## src/rtl/div_unit_seq.sv

```systemverilog
// div_unit_seq: iterative radix-2 restoring divider for RV32M DIV/DIVU/REM/REMU.
// One quotient bit per cycle (32 CALC cycles), registered result with a
// single-cycle div_ready pulse in the DONE state.
// Optional feature macro: DIV_EARLY_OUT_EN (jump IDLE->DONE when the answer is
// trivial: divide by zero, signed overflow, or |dividend| < |divisor|).
// Handshake: the requester raises div_valid with stable operands and holds it
// until it samples div_ready; dropping div_valid during CALC aborts silently.

`ifndef DIV_OP_WIDTH
`define DIV_OP_WIDTH 2
`define DIV_OP_DIV   2'b00
`define DIV_OP_DIVU  2'b01
`define DIV_OP_REM   2'b10
`define DIV_OP_REMU  2'b11
`endif

module div_unit_seq (
  input  logic                     clk,
  input  logic                     reset,
  input  logic                     div_valid,
  input  logic [`DIV_OP_WIDTH-1:0] DIVop,
  input  logic [31:0]              dividend,
  input  logic [31:0]              divisor,
  output logic [31:0]              div_result,
  output logic                     div_ready
);

  typedef enum logic [1:0] {IDLE, CALC, DONE} state_t;
  state_t state;

  // Latched operation context
  logic [`DIV_OP_WIDTH-1:0] op_q;
  logic                     signed_q;
  logic                     q_neg_q;
  logic                     r_neg_q;
  logic [31:0]              a_raw_q;
  logic [31:0]              b_raw_q;
  logic [31:0]              b_mag_q;
  logic [5:0]               cnt;
  // Partial remainder; the 33rd bit only exists transiently in the trial word.
  logic [31:0]              rem_q;
  logic [31:0]              quo_q;

  // Input decode and one restoring step
  logic        in_signed;
  logic        in_q_neg;
  logic        in_r_neg;
  logic [31:0] a_mag_in;
  logic [31:0] b_mag_in;
  logic [32:0] shifted;
  logic [32:0] diff;
  logic [31:0] rem_step;
  logic [31:0] quo_step;
  logic [31:0] calc_result;

  // Negate by sign flags, apply special-case overrides, then pick quo or rem.
  function automatic logic [31:0] select_result(
    input logic [`DIV_OP_WIDTH-1:0] op,
    input logic                     sgn,
    input logic                     qn,
    input logic                     rn,
    input logic [31:0]              a_raw,
    input logic [31:0]              b_raw,
    input logic [31:0]              quo,
    input logic [31:0]              rem
  );
    logic [31:0] q;
    logic [31:0] r;
    q = (sgn && qn) ? (~quo + 32'd1) : quo;
    r = (sgn && rn) ? (~rem + 32'd1) : rem;
    if (b_raw == 32'd0) begin
      q = 32'hFFFF_FFFF;
      r = a_raw;
    end else if (sgn && (a_raw == 32'h8000_0000) && (b_raw == 32'hFFFF_FFFF)) begin
      q = 32'h8000_0000;
      r = 32'd0;
    end
    return ((op == `DIV_OP_REM) || (op == `DIV_OP_REMU)) ? r : q;
  endfunction

  // Operand decode, trial subtraction and final-step result
  always_comb begin
    in_signed = (DIVop == `DIV_OP_DIV) || (DIVop == `DIV_OP_REM);
    in_q_neg  = dividend[31] ^ divisor[31];
    in_r_neg  = dividend[31];
    a_mag_in  = (in_signed && dividend[31]) ? (~dividend + 32'd1) : dividend;
    b_mag_in  = (in_signed && divisor[31])  ? (~divisor + 32'd1)  : divisor;
    shifted   = {rem_q, quo_q[31]};
    diff      = shifted - {1'b0, b_mag_q};
    rem_step  = diff[32] ? shifted[31:0] : diff[31:0];
    quo_step  = {quo_q[30:0], ~diff[32]};
    calc_result = select_result(op_q, signed_q, q_neg_q, r_neg_q,
                                a_raw_q, b_raw_q, quo_step, rem_step);
  end

`ifdef DIV_EARLY_OUT_EN
  logic        early_in;
  logic [31:0] early_result;
  // Trivial cases: quotient 0 and remainder = |dividend| before sign fix-up
  always_comb begin
    early_in = (divisor == 32'd0) ||
               (in_signed && (dividend == 32'h8000_0000) && (divisor == 32'hFFFF_FFFF)) ||
               (a_mag_in < b_mag_in);
    early_result = select_result(DIVop, in_signed, in_q_neg, in_r_neg,
                                 dividend, divisor, 32'd0, a_mag_in);
  end
`else
  logic        early_in;
  logic [31:0] early_result;
  // Early-out disabled: every operation runs the full 32 steps
  always_comb begin
    early_in     = 1'b0;
    early_result = 32'd0;
  end
`endif

  // Control FSM and datapath registers
  always_ff @(posedge clk) begin
    if (reset) begin
      state      <= IDLE;
      div_ready  <= 1'b0;
      div_result <= 32'd0;
      cnt        <= 6'd0;
      op_q       <= '0;
      signed_q   <= 1'b0;
      q_neg_q    <= 1'b0;
      r_neg_q    <= 1'b0;
      a_raw_q    <= 32'd0;
      b_raw_q    <= 32'd0;
      b_mag_q    <= 32'd0;
      rem_q      <= 32'd0;
      quo_q      <= 32'd0;
    end else begin
      div_ready <= 1'b0;
      case (state)
        IDLE: begin
          if (div_valid) begin
            op_q     <= DIVop;
            signed_q <= in_signed;
            q_neg_q  <= in_q_neg;
            r_neg_q  <= in_r_neg;
            a_raw_q  <= dividend;
            b_raw_q  <= divisor;
            b_mag_q  <= b_mag_in;
            quo_q    <= a_mag_in;
            rem_q    <= 32'd0;
            cnt      <= 6'd0;
            if (early_in) begin
              state      <= DONE;
              div_result <= early_result;
              div_ready  <= 1'b1;
            end else begin
              state <= CALC;
            end
          end
        end
        CALC: begin
          if (!div_valid) begin
            state <= IDLE;
          end else begin
            rem_q <= rem_step;
            quo_q <= quo_step;
            cnt   <= cnt + 6'd1;
            if (cnt == 6'd31) begin
              state      <= DONE;
              div_result <= calc_result;
              div_ready  <= 1'b1;
            end
          end
        end
        DONE: state <= IDLE;
        default: state <= IDLE;
      endcase
    end
  end

endmodule

```

## config.mk

```make
export PLATFORM = sky130hd
export DESIGN_NAME = div_unit_seq
export DESIGN_NICKNAME = d
export VERILOG_FILES = /design/src/rtl/div_unit_seq.sv
export SDC_FILE = /design/constraint.sdc
export NUM_CORES = 1
export LEC_CHECK = 0
export ABC_AREA = 1
export ABC_CLOCK_PERIOD_IN_PS = 8400
export CORE_MARGIN = 5
export CORE_UTILIZATION = 35
export DETAILED_ROUTE_END_ITERATION = 6
export PLACE_DENSITY_LB_ADDON = 0.15
export SETUP_SLACK_MARGIN = 0.4
export SLEW_MARGIN = 20
export SYNTH_ARGS = -nofsm -noshare
export SYNTH_HDL_FRONTEND = slang
export SYNTH_SLANG_ARGS = --single-unit
```

## constraint.sdc

```tcl
create_clock -name clk -period 8.4 [get_ports clk]
set_input_delay 1.26 -clock clk [delete_from_list [all_inputs] [get_ports clk]]
set_output_delay 1.26 -clock clk [all_outputs]
set_load 0.05 [all_outputs]
```

=== Yosys cells after proc, flatten, opt, wreduce, memory -nomap -nowiden ===
Index checks and enable logic that the tools add are counted.

* Flip-flop bits (word level): 206
* Bits of input ports: 69
* Output and inout bits: 33

* Add/subtract/negate cells: 6
* Eq/ne operators: 10
* Mux-type cells: 24
* Bitwise gates (word level): 8
* Reduce and logical (&&, ||, !) cells: 17

{| class="wikitable"
|+ Operators by type and width
! cell !! number
|-
| 2-to-1 mux 32 bit || 14
|-
| adder 32 x 1 -> 32 bit, second input constant || 4
|-
| inverter 32 bit || 4
|-
| case mux 32 bit (2 select lines) || 2
|-
| == test 32 bit, second input constant || 2
|-
| subtractor 33 x 32 -> 33 bit || 1
|-
| zero test 32 bit || 1
|-
| 2-to-1 mux 6 bit || 2
|-
| case mux 6 bit (2 select lines) || 1
|-
| adder 6 x 1 -> 6 bit, second input constant || 1
|-
| == test 2 bit, second input constant || 3
|-
| == test 6 x 5 -> 1 bit, second input constant || 1
|-
| logical AND 1 bit || 6
|-
| 2-to-1 mux 2 bit || 3
|-
| AND reduction 3 bit || 2
|-
| zero test 2 bit || 2
|-
| != test 2 bit, second input constant || 2
|-
| case mux 2 bit (2 select lines) || 1
|-
| AND reduction 2 bit || 2
|-
| != test 3 bit, second input constant || 1
|-
| inverter 1 bit || 3
|-
| OR reduction 3 bit || 1
|-
| == test 2 x 1 -> 1 bit, second input constant || 1
|-
| logical OR 1 bit || 2
|-
| other kinds (3) || 3
|}

=== Longest topological paths before layout ===
Gate-level depths: netlist of the first run.

* Word-level depth: 8
* Gate-level depth with buffers: 32
* Depth with buffers taken out: 30

=== Worst setup path after synthesis of the first run ===
OpenSTA, ideal clock, no wires.

* Path type: register to register
* Start point: register quo_q[31]
* End point: register div_result[30]
* Setup time: 0.066 ns
* Arrival: 3.873 ns
* Data required time: 8.334 ns
* Path slack: 4.461 ns
* Stages on the path, launching flop included: 32
* Clock period less this slack: 3.939 ns
* Path through: dfxtp_1 > inv_1 > ha_1 > inv_1 > fa_1 > nand2_1 > nand2_1 > nand3_1 > nand2_2 > nand2_2 > nand2_2 > nand2_4 > nand3_4 > nand2_4 > buf_8 > buf_8 > ha_1 > inv_1 > nor3_1 > nand2_1 > nor3_1 > nand4_1 > nor2_1 > inv_1 > nor2_1 > nand3b_1 > o21ai_0 > xor2_1 > nand2_1 > a21oi_1 > nand2_1 > a21oi_2

* Longest elaborated chain between the ends: 8

{| class="wikitable"
|+ RTL lines
! what !! line !! text
|-
| start: declaration || 42 || <nowiki>logic [31:0] quo_q;</nowiki>
|-
| start signal: assignment || 145 || <nowiki>quo_q <= a_mag_in;</nowiki>
|-
| start signal: assignment || 162 || <nowiki>quo_q <= quo_step;</nowiki>
|-
| subtractor 33 x 32 -> 33 bit || 89 || <nowiki>diff = shifted - {1'b0, b_mag_q};</nowiki>
|-
| 2-to-1 mux 32 bit / inverter 1 bit (equally long branches) || 90, 91 ||
|-
| inverter 32 bit (on tied branches) || 70, 69 ||
|-
| adder 32 x 1 -> 32 bit (on tied branches) || 70, 69 ||
|-
| 2-to-1 mux 32 bit (on tied branches) || 70, 69 ||
|-
| 2-to-1 mux 32 bit || 74 || <nowiki>end else if (sgn && (a_raw == 32'h8000_0000) && (b_raw == 32'hFFFF_FFFF)) begin</nowiki>
|-
| 2-to-1 mux 32 bit || 71 || <nowiki>if (b_raw == 32'd0) begin</nowiki>
|-
| 2-to-1 mux 32 bit (*) || 78 || <nowiki>return ((op == `DIV_OP_REM) || (op == `DIV_OP_REMU)) ? r : q;</nowiki>
|-
| end signal: assignment || 150 || <nowiki>div_result <= early_result;</nowiki>
|-
| end signal: assignment || 166 || <nowiki>div_result <= calc_result;</nowiki>
|-
| end: declaration || 24 || <nowiki>output logic [31:0] div_result,</nowiki>
|}

Every way passes the cells marked *; elsewhere a longest branch is shown, timed or not.
A chain may end at the register's enable or synchronous reset.

=== Worst setup path after layout of the first run ===
* Start point: register b_raw_q[0]
* End point: register div_result[30]

* Longest elaborated chain between the ends: 5

{| class="wikitable"
|+ RTL lines
! what !! line !! text
|-
| start: declaration || 37 || <nowiki>logic [31:0] b_raw_q;</nowiki>
|-
| start signal: assignment || 143 || <nowiki>b_raw_q <= divisor;</nowiki>
|-
| == test 32 bit || 74 ||
|-
| logical AND 1 bit || 74 ||
|-
| 2-to-1 mux 32 bit || 74 ||
|-
| 2-to-1 mux 32 bit || 71 ||
|-
| 2-to-1 mux 32 bit (*) || 78 ||
|}

Marks and branches as above.

==> impl_metrics.ini, run 1 <==
[pwr]
internal-power_uw = 2010
power_per_cell_area_mw_per_mm2 = 184
power_frac_seq_pct = 32.5
p_leak_uw = 0.00808
clkPwrFrac_pct = 34.5
combinationalPowerShare_pct = 33.0
p_sw_uw = 1230
vdd_drop_max_mv = 0.145
switching_share_pct = 38.0

[critical_path]
slowest_delay_ps = 470
worstPathRequired_ps = 8870
cp.arrival_ps = 5440
end_kind = flop
path_max_fanout = 40
cpMostUsedCell = nand2_1
critPathLaunchType = flop
path_class = reg2reg
slowest_stage = nand2_4

[min_path]
hold_path.class = reg2reg

[clock_network]
cts_tree = done
cts_repair_resize_count = 0
path_clk_slew_ps = 60
cts_hold_buffers = 0
cts_inserted_buffers = 26
clk_latency_ps = 550
h-tree-depth = 1
cts_setup_buffers = 0
cts_root_buf = clkbuf_16
clkSinkCount = 203
clk_path_buf_depth = 3

[grt]
grt-ovfl-total = 0
grt_pass1_vias = 15600
antenna_found_initial = 0
grt_pass1_wl_mm = 91.9
grt_start_max_net_pins = 76
grt_usage_pct = 24.4

[yosys]
netlist_instances = 2630
avgSynthCellArea_sq_um = 5.86
synth_top_flop_cell = dfxtp_1
synth_seq_cells = 203
synth_edf_count = 0
synth_warnings = 0
yosysSeqAreaShare_pct = 26.4
synth_cell_types = 51
ys_async_sr_fraction_pct = 0
synth_nets = 2737
synth_area_sq_mm = 0.0154

[finish]
num_antenna_cells = 0
fin_cells = 3272
syn_to_final_growth_pct = 14.6
layout_commonest_cell = nand2_1
drive_above_1_share_pct = 5.28
nNetsFinal = 2777
final_cell_mix = 826 x nand2_1, 370 x inv_1, 224 x a21oi_1
fin_area_sq_mm = 0.0176

[sta]
fin_crit_sh_pct = 59.2
holdWs_ps = 467
slew_viol_final = 0
rsz0062_at_grt = false
tns_ps = 0
max_slew_margin_pct = 29.9
setup_violations = 0
clock_skew_ps = 13.6
finalCriticalPeriod_ps = 4970
tightest_slew_ps = 1050
fmax_mhz = 201
hold_viol = 0

[route]
first_iter_violations = 1558
drc = 0
routed_wl_mm = 60.5
vias_per_cell = 5.14
drt.antenna.violating_nets = 0
routedWlPerCell_um = 18.5
dr.pass1.iters = 5
via_count = 16800

[die]
coreArea_sq_mm = 0.0433
rows = 76
die_w_um = 220
initial_utilization_pct = 35.6
die_y_um = 220
ios = 102
die-area_sq_mm = 0.0483

[job]
cap_violations = 0

[placed_design]
dp.cells = 3227
place.gp.congestion = 0.945
place_hpwl_mm = 47.6
dpl_cell_area_sq_mm = 0.0168
portBuffers = 101

[outcome]
status = finished, final reports clean
## layer usage
metal	track usage [%]	up-vias	part of all wire [%]
li1	-	8510	-
met1	35.6	7681	47
met2	37.8	567	43
met3	3.43	68	6.6
met4	6.43	0	2.5
met5	0	-	0
## cell usage after synthesis, drive strengths merged (15+ instances only)
library cell	count	area, sq um
a21oi	233	1210
a31oi	21	131
buf	29	201
clkbuf	75	282
dfxtp	203	4060
ha	37	463
inv	377	1420
nand2	867	3410
nand3	186	961
nand3b	15	113
nand4	43	269
nor2	218	881
nor3	36	180
nor4	25	156
o21ai	140	704
o22ai	26	163
xor2	41	359
## flip-flops by register name, summed over array words and instances (netlist names)
name and flops:
r_neg_q 1, signed_q 1, div_result 32, q_neg_q 1, state 2, div_ready 1, b_mag_q 31, a_raw_q 31
rem_q 32, cnt 6, op_q 1, quo_q 32, b_raw_q 32
## metrics by stage
step           util [%]  power [uW]  setup slack (ps)
2_1_floorplan         -        1800              4460
3_3_place_gp       38.8        2120              3500
3_5_place_dp       38.8        2120              3400
4_1_cts            40.8        3250              3540
5_1_grt            40.8        3430              2940
6_report           40.8        3240              3430
## worst paths after layout
check | from | endpoint | slack [ps] | cells after the start
max reg2reg | b_raw_q[0]$_SDFFE_PP0P_ | div_result[30]$_SDFFE_PP0P_ | 3430 | 28
min | div_result[17]$_SDFFE_PP0P_ | div_result[17]$_SDFFE_PP0P_ | 470 | 2
min reg2reg | div_result[17]$_SDFFE_PP0P_ | div_result[17]$_SDFFE_PP0P_ | 470 | 2
max | b_raw_q[0]$_SDFFE_PP0P_ | div_result[30]$_SDFFE_PP0P_ | 3430 | 28
## area by class of cell
type / count / area [sq um]
Tap cell: 585 / 732
Timing Repair Buffer: 116 / 1120
Clock inverter: 7 / 109
Clock buffer: 38 / 746
Multi-Input combinational cell: 1942 / 9450
Sequential cell: 203 / 4060
Fill cell: 4725 / 25600
Inverter: 381 / 1430
## critical path, delay by kind of cell (launching register included)
| family | cells | cell delay, ps |
|---|---|---|
| and+or+nand+nor | 18 | 2660 |
| adders and majority gates | 3 | 950 |
| AOI/OAI and AO/OA | 3 | 480 |
| DFF | 1 | 370 |
| buffers and inverters | 3 | 240 |
| xor gates and xnor gates | 1 | 160 |
## power by group through the flow
stage	logic (uW)	registers, uW	clock network, uW
after detailed placement	1050	1070	0
after global routing	1200	1060	1180
after global placement	1050	1070	0
final	1070	1060	1120
after floorplan	751	1050	0
after CTS	1050	1050	1140
## cells by family (layout without fill, tap and decap cells)
group,Yosys count,count (layout),synth area share (%)
xor gates and xnor gates,50,50,2.84
adders and majority gates,38,38,3.14
AOI/OAI and AO/OA,453,453,16.0
buffers and inverters,485,542,12.4
DFF,203,203,26.4
and+or+nand+nor,1401,1401,39.2
Power figures use the tool's default switching activity.
==> run 2, diff against run 1 <==
Settings changed: ABC_CLOCK_PERIOD_IN_PS 8400 to 4059.
Clock period 8.4 ns to 4.06 ns, I/O delays scaled along.
==> run 2 against run 1 <==
  * Global-route usage increased by 0.95 points
  * Total power increased by 130%
  * Hold slack got worse by 2.2 ps
  * Non-clock buffer count increased by 55
  * Fmax increased by 32%
  * First-iteration DRC count increased by 6.6%
  * Clock power increased by 140%
  * Highest routed layer unchanged
  * Register-to-register slack got worse by 3100 ps
  * Critical path type unchanged
  * Sequential share of layout area decreased by 1.2 points
  * Clock skew increased by 2.6 ps
==> impl_metrics.ini, run 2 (synthesized netlist as in run 1, its figures left out) <==
[job]
cap_violations = 0

[finish]
num_antenna_cells = 0
nFillCells = 4633
nNetsFinal = 2832
final_cell_mix = 804 x nand2_1, 365 x inv_1, 216 x a21oi_1
drive_above_1_share_pct = 11.0
syn_to_final_growth_pct = 21.5
layout_commonest_cell = nand2_1

[sta]
hold_viol = 0
fmax_mhz = 266
finalCriticalPeriod_ps = 3760
tightest_slew_ps = 1070
clock_skew_ps = 16.2
tns_ps = 0
fin_crit_sh_pct = 92.7
rsz0062_at_grt = true
setup_violations = 0
max_slew_margin_pct = 28.6
layout_setup_ws_ps = 296
slew_viol_final = 0

[critical_path]
slowest_stage = fa_2
cp.arrival_ps = 4250
cpMostUsedCell = nand2_2
worstPathRequired_ps = 4550
rr_worst_depth = 29
critPathLaunchType = flop
end_kind = flop
path_class = reg2reg
path_max_fanout = 3
slowest_delay_ps = 360

[clock_network]
cts_root_buf = clkbuf_16
cts_tree = done
path_clk_slew_ps = 60
h-tree-depth = 1
cts_inserted_buffers = 26
clk_latency_ps = 560
cts_hold_buffers = 0
clk_path_buf_depth = 3
clkSinkCount = 203

[route]
first_iter_violations = 1661
via_count = 17400
dr.pass1.iters = 6
routedWlPerCell_um = 19.0
drt.antenna.violating_nets = 0
routed_wl_mm = 63.4
drc = 0
vias_per_cell = 5.22

[die]
coreArea_sq_mm = 0.0433
die_w_um = 220
rows = 76
ios = 102
die-area_sq_mm = 0.0483
initial_utilization_pct = 35.6
die_y_um = 220

[grt]
antenna_found_initial = 1
grt_usage_pct = 25.4
grt_pass1_wl_mm = 95.6
grt_start_max_net_pins = 72
grt-ovfl-total = 0
grt_pass1_vias = 16100

[min_path]
hold_path.class = reg2reg
holdPathStages = 2

[pwr]
p_leak_uw = 0.00848
vdd_drop_max_mv = 0.268
power_per_cell_area_mw_per_mm2 = 394

[placed_design]
place_hpwl_mm = 50.2
place.gp.congestion = 0.944
portBuffers = 101
post-place-ws_ps = 158

[outcome]
status = finished, final reports clean
==> run 2: path summary, 6_finish.rpt <==
check / start / endpoint / slack (ps)
min: div_result[17]$_SDFFE_PP0P_ / div_result[17]$_SDFFE_PP0P_ / 460
max: quo_q[31]$_SDFFE_PP0P_ / div_result[30]$_SDFFE_PP0P_ / 300
min reg2reg: div_result[17]$_SDFFE_PP0P_ / div_result[17]$_SDFFE_PP0P_ / 460
max reg2reg: quo_q[31]$_SDFFE_PP0P_ / div_result[30]$_SDFFE_PP0P_ / 300
==> run 2: routing by layer <==
| layer | vias up | share of wire (%) | global-route usage [%] |
|---|---|---|---|
| li1 | 8646 | - | - |
| met3 | 72 | 7.2 | 3.06 |
| met2 | 591 | 43 | 38.4 |
| met5 | - | 0 | 0 |
| met1 | 8071 | 48 | 38.6 |
| met4 | 0 | 1.9 | 5.33 |
==> run 2: per-stage QoR <==
step | hold slack [ps] | utilization (%) | instance area (sq um) | power [uW] | cells
6_report | 465 | 43.3 | 18700 | 7370 | 3329
5_1_grt | 478 | 43.3 | 18700 | 7750 | 3329
2_1_floorplan | 441 | - | 15400 | 3730 | 2630
4_1_cts | 457 | 42.1 | 18200 | 7230 | 3322
3_3_place_gp | 454 | 39.7 | 17200 | 4480 | 3273
3_5_place_dp | 458 | 39.7 | 17200 | 4480 | 3273
==> run 2: timing repair <==
item	4_1_cts	5_1_grt
endpoints found under the hold margin	0	0
setup endpoints to repair	18	28
pin swaps	6	26
resized for setup	10	106
buffers inserted	2	7
==> run 2: critical path: cells and delay by family, from the launching register on <==
| family | cells | cell delay (ps) |
|---|---|---|
| flops | 1 | 320 |
| xor+xnor | 1 | 160 |
| simple gates | 18 | 1860 |
| fa+ha+maj | 3 | 670 |
| compound gates | 3 | 470 |
| buf+inv | 4 | 200 |
==> run 2: power breakdown <==
group	internal [uW]	switching [uW]	leakage [uW]
logic	802	1650	0.00632
clock network	1760	976	0.000493
registers	2090	94.6	0.00166
total	4650	2720	0.00848
==> run 2: cell type report <==
cell class / count / area, sq um / share of cell area [%]
clock inverters: 12 / 241 / 1.29
repair buffers: 171 / 1570 / 8.41
clock buffers: 35 / 766 / 4.09
well taps: 585 / 732 / 3.91
flip-flops and latches: 203 / 4080 / 21.8
multi-input cells: 1942 / 9890 / 52.8
inverters: 381 / 1430 / 7.66
